`src/rtl/rx_fifo_fct.sv`:
```
// SpaceWire receive buffer: stores incoming N-Chars for host readout and
// manages the flow-control credit that paces the far-end transmitter.
module rx_fifo_fct #(
  parameter int DATA_WIDTH  = 9,
  parameter int ADDR_WIDTH  = 6,
  parameter int CREDIT_MAX  = 56,
  parameter int CREDIT_STEP = 8
) (
  input  logic                  posedge_clk,
  input  logic                  rx_resetn,
  input  logic                  link_run,
  input  logic [DATA_WIDTH-1:0] rx_data_flag,
  input  logic                  rx_buffer_write,
  input  logic                  rd_en,
  output logic [DATA_WIDTH-1:0] rd_data,
  output logic                  empty,
  output logic                  full,
  output logic [ADDR_WIDTH:0]   level,
  output logic                  fct_send_req,
  input  logic                  fct_sent,
  output logic                  credit_error
);

  localparam int DEPTH = 1 << ADDR_WIDTH;
  localparam int CW    = $clog2(CREDIT_MAX + 1);
  localparam int SW    = ADDR_WIDTH + 3;

  localparam logic [SW-1:0] STEP_W  = SW'(CREDIT_STEP);
  localparam logic [SW-1:0] MAX_W   = SW'(CREDIT_MAX);
  localparam logic [SW-1:0] DEPTH_W = SW'(DEPTH);

  logic [DATA_WIDTH-1:0] mem_q [DEPTH];
  logic [ADDR_WIDTH-1:0] wr_ptr_q, wr_ptr_d;
  logic [ADDR_WIDTH-1:0] rd_ptr_q, rd_ptr_d;
  logic [ADDR_WIDTH:0]   level_q, level_d;
  logic [DATA_WIDTH-1:0] rd_data_q, rd_data_d;
  logic [CW-1:0]         credit_q, credit_d;
  logic                  req_q, req_d;
  logic                  cerr_q, cerr_d;

  logic          empty_w, full_w;
  logic          rd_acc, wr_acc;
  logic          credit_inc, credit_dec;
  logic [SW-1:0] credit_sum;

  assign empty_w = (level_q == '0);
  assign full_w  = (level_q == (ADDR_WIDTH+1)'(DEPTH));

  // A write at full is only accepted when a read frees the slot in the same edge.
  assign rd_acc = rd_en && !empty_w;
  assign wr_acc = rx_buffer_write && (!full_w || rd_acc);

  assign credit_inc = fct_sent && req_q;
  assign credit_dec = wr_acc && (credit_q != '0);

  always_comb begin
    wr_ptr_d  = wr_ptr_q;
    rd_ptr_d  = rd_ptr_q;
    level_d   = level_q;
    rd_data_d = rd_data_q;

    if (wr_acc) begin
      wr_ptr_d = wr_ptr_q + ADDR_WIDTH'(1);
    end
    if (rd_acc) begin
      rd_ptr_d  = rd_ptr_q + ADDR_WIDTH'(1);
      rd_data_d = mem_q[rd_ptr_q];
    end
    if (wr_acc && !rd_acc) begin
      level_d = level_q + (ADDR_WIDTH+1)'(1);
    end else if (rd_acc && !wr_acc) begin
      level_d = level_q - (ADDR_WIDTH+1)'(1);
    end
  end

  always_comb begin
    credit_sum = SW'(credit_q) + (credit_inc ? STEP_W : '0) - (credit_dec ? SW'(1) : '0);
    credit_d   = credit_sum[CW-1:0];
    cerr_d     = cerr_q || (rx_buffer_write && (credit_q == '0));
    // Request only when another grant stays within the credit cap and the
    // post-edge free space still covers everything already promised plus one step.
    req_d      = ((credit_sum + STEP_W) <= MAX_W) &&
                 ((SW'(level_d) + credit_sum + STEP_W) <= DEPTH_W);
    if (!link_run) begin
      credit_d = '0;
      cerr_d   = 1'b0;
      req_d    = 1'b0;
    end
  end

  always_ff @(posedge posedge_clk) begin
    if (wr_acc) begin
      mem_q[wr_ptr_q] <= rx_data_flag;
    end
  end

  always_ff @(posedge posedge_clk or negedge rx_resetn) begin
    if (!rx_resetn) begin
      wr_ptr_q  <= '0;
      rd_ptr_q  <= '0;
      level_q   <= '0;
      rd_data_q <= '0;
      credit_q  <= '0;
      req_q     <= 1'b0;
      cerr_q    <= 1'b0;
    end else begin
      wr_ptr_q  <= wr_ptr_d;
      rd_ptr_q  <= rd_ptr_d;
      level_q   <= level_d;
      rd_data_q <= rd_data_d;
      credit_q  <= credit_d;
      req_q     <= req_d;
      cerr_q    <= cerr_d;
    end
  end

  assign rd_data      = rd_data_q;
  assign empty        = empty_w;
  assign full         = full_w;
  assign level        = level_q;
  assign fct_send_req = req_q;
  assign credit_error = cerr_q;

endmodule

```
`config.mk`:
```
export PLATFORM = sky130hd
export DESIGN_NAME = rx_fifo_fct
export DESIGN_NICKNAME = d
export VERILOG_FILES = /design/src/rtl/rx_fifo_fct.sv
export SDC_FILE = /design/constraint.sdc
export NUM_CORES = 1
export LEC_CHECK = 0
export ABC_AREA = 1
export ABC_CLOCK_PERIOD_IN_PS = 5350
export CAP_MARGIN = 20
export CORE_MARGIN = 2
export CORE_UTILIZATION = 55
export CTS_CLUSTER_SIZE = 16
export DETAILED_ROUTE_END_ITERATION = 16
export GPL_TIMING_DRIVEN = 1
export PLACE_DENSITY = 0.71
export SYNTH_ARGS = -nofsm -noshare
export SYNTH_HDL_FRONTEND = slang
export SYNTH_SLANG_ARGS = --single-unit
```
`constraint.sdc`:
```
create_clock -name posedge_clk -period 5.35 [get_ports posedge_clk]
set_clock_uncertainty 0.15 [all_clocks]
set_input_delay 0.8025 -clock posedge_clk [delete_from_list [all_inputs] [get_ports posedge_clk]]
set_output_delay 0.8025 -clock posedge_clk [all_outputs]
set_load 0.01 [all_outputs]
```
==> impl_results.md <==
- Status: complete, no violations
- Pin count of the biggest net entering global routing: 160
- Initial core utilization: a little under three fifths
- Die Area: about 50000 um2
- Synth top area share: between 60 and 70%
- Period utilization: slightly above 80%
- Setup bufs post-CTS: 0
- CTS Buffer Depth: 3
- Post-synth net total: between 2000 and 3000
- Count leader, synth: nand2_1
- Top cell type by total area after synthesis: edfxtp_1
- Seq/Total Area, Yosys: 68.83%
- Post-DRT Antenna Nets: 0
- Die Ht: approximately 220 um
- Hold-fix buffers, CTS: 0
- Final Critical Period: 4.377 ns
- Power density over cell area: 553.4 nW/um2
- DRC: 0
- Sink Count: just over 600
- Post-synthesis compound-gate area fraction: roughly 2.8%
- CP most frequent cell: inv_1
- Routed length per placed instance: between 15 and 20 um
- CTS resizes: 0
- Avg Cell Area, Syn: between 10 and 15 um2
- Register area: ~18000 um2
- FP Rows: 80
- Hold slack: 0.1648 ns
- FF+latch count, synth: ~610
- Pleak: about 11 nW
- Design area: between 20000 and 30000 um2
- Endpoints failing setup: 0
- Mapped Area: about 26000 um2
- RSZ-0062 raised after global routing: false
- Die width: 223.2 um
- Crit-path slowest cell: fa_1
- Post-synth EDFFs: 576
- Req. time, crit path: 5.75 ns
- Combinational family with the most area after synthesis: simple AND/OR/NAND/NOR gates
- Crit path largest cell delay: 0.53 ns
- Layout overhead on the synthesized area: 10.14%
- Predominant post-synthesis flop cell: edfxtp_1
- Routability cong.: just over 0.9
- FMAX: 228.5 MHz
- First-pass GRT wire length: between 90 and 100 mm
- Vias: 17731
- Total grt overflow: 0
- Placed cell area: between 20000 and 30000 um2
- Worst skew pair latency: approximately 0.62 ns
- Ant diodes: 0
- Share of cells above drive strength 1: ~5.6%
- Initial antenna violation count: 0
- Synth Instances: 2478
- DRT Wirelength: roughly 62 mm
- CP Launch Type: flip-flop
- CTS Buf Count: 59
- DRT iter0 DRCs: approximately 1800
- Post-Synth Simple-Gate Area: a little over a fifth
- Non-Filler Instances: about 3200
- Slew Limit Fails: 0
- Area occupied by multi-input gates: 7046 um2
- Fraction of registers with async set/reset: a little under 6%
- YS warnings: 0
- Number of fill cells in the layout: ~3700
- Crit path DAT: 4.78 ns
- Number of global-route vias before repair: between 15000 and 20000
- Port Buf Inserts: 34
- H-tree Lvls: 2
- CP max FO: 5
- Reg clk slew, reported paths: 0.06 ns
- Synth cell count leaders: nand2_1, edfxtp_1, nor2_1
- Largest cells by area after synthesis: edfxtp_1, nand2_1, nand3_1
- CTS root buffer: clkbuf_16
- Multiplexer share of the synthesized area: 0%
- Global Route Usage Sum: between 20 and 30%
- Layout Nets: 2535
- Max_slew headroom: between 30% and 40%
- Placed cells: between 3000 and 4000
- CP Capture Type: flip-flop
- Synth Area in Adders: 1.477%
- Setup TNS: 0 ns
- CP Cell Sequence: inv_1, ha_1, nand3_2, nor3_2, nand2_1, nand2_1, nor2_1, ha_1, inv_1, ha_1, inv_1, fa_1, inv_1, ha_1, inv_1, fa_1, inv_1, nand3_1, o211ai_1, xor2_1, nand3_1, nand2_1, nand3_1, nor2_1
- Vias/cell: between 5 and 6
- Maximum Capacitance Violations: 0
- Hold Fails Final Rpt: 0
- Ports: 35
- Final HPWL DP: between 30 and 40 mm
- Worst hold path class: input port to async pin
- Post-synthesis xor/xnor area fraction: less than 1%
- TritonCTS clock tree: built
- Unique masters post-synth: 35
- Drt first pass iters: 7
- Peak VDD IR: 0.0006395 V
- WS Path Type: flip-flop to flip-flop
- Core Footprint: between 40000 and 50000 um2
- Worst Tran Pin Value: about 1 ns
==> placed cells by master (no fill, tap or decap), drive strengths merged <==
| master | instances |
|---|---|
| fa | 2 |
| nor2 | 338 |
| a21boi | 1 |
| bufinv | 6 |
| clkinvlp | 2 |
| xor2 | 21 |
| nor3 | 6 |
| or2 | 1 |
| o21bai | 1 |
| o211ai | 2 |
| edfxtp | 576 |
| nor4 | 2 |
| clkdlybuf4s50 | 24 |
| nand2 | 729 |
| inv | 150 |
| o31ai | 1 |
| clkinv | 31 |
| nand3b | 1 |
| buf | 48 |
| nand3 | 296 |
| a21oi | 34 |
| ha | 28 |
| dfrtp | 36 |
| o21ai | 103 |
| xnor2 | 1 |
| clkbuf | 73 |
| and3 | 9 |
| o22ai | 2 |
| nand4 | 15 |
==> layout make-up <==
class                   instances  share of cell area [%]
clock buffers                  73                   5.324
flip-flops and latches        612                   62.52
well taps                     615                   2.643
inverters                     152                   1.985
clock inverters                37                   1.220
repair buffers                 72                   2.106
multi-input cells            1593                   24.20
==> worst paths after layout <==
kind                                        startpoint                      end  slack (ns)  depth (start not counted)
min in group posedge_clk        rd_data[8]$_DFFE_PN0N_   rd_data[8]$_DFFE_PN0N_        0.35                          2
max in group asynchronous                    rx_resetn  rd_ptr_q[1]$_DFFE_PN0N_        4.17                          1
worst max register to register      level[0]$_DFF_PN0_   fct_send_req$_DFF_PN0_        0.97                         24
worst min register to register  rd_data[8]$_DFFE_PN0N_   rd_data[8]$_DFFE_PN0N_        0.35                          2
worst max-delay path                level[0]$_DFF_PN0_   fct_send_req$_DFF_PN0_        0.97                         24
worst min-delay path                         rx_resetn    credit_q[4]$_DFF_PN0_        0.16                          1
==> report_power, final <==
group          internal, mW  switching (mW)
clock network          2.35            1.75
registers              5.53           0.400
logic                  1.89            4.20
==> flip-flops by register name, summed over array words and instances (netlist names) <==
register and cells:
wr_ptr_q 6, rd_ptr_q 6, fct_send_req 1, credit_error 1, level 7, rd_data 9, mem_q 576, credit_q 6
==> routing by layer <==
layer	global-route usage [%]	vias to the layer above	routed length (um)
met4	8.790	0	1892
met5	0	-	0
met1	35.30	8511	25720
li1	-	8383	-
met3	3.767	122	4557
met2	41.56	715	29940
==> worst max-delay path: cells and delay by family (launching register included) <==
kind	cells	cell delay, ns
adders and majority gates	6	1.87
xor gates and xnor gates	1	0.19
DFF	1	0.44
buffers and inverters	6	0.47
and+or+nand+nor	10	1.05
AOI/OAI and AO/OA	1	0.13
==> logic make-up (layout without fill, tap and decap cells) <==
group	Yosys count	count (layout)
compound gates	144	144
simple gates	1397	1397
xor+xnor	22	22
flops	612	612
buf+inv	273	334
fa+ha+maj	30	30
==> through the flow <==
stage                     power [mW]  utilization, %  setup WS, ns
final                          16.11           61.24        0.9731
after detailed placement       12.02           57.23        0.7561
after floorplan                10.19               -         1.414
after global placement         11.89           57.22        0.8108
after CTS                      16.11           61.24        0.9826
after global routing           17.08           61.24        0.5012
Power figures use the tool's default switching activity.
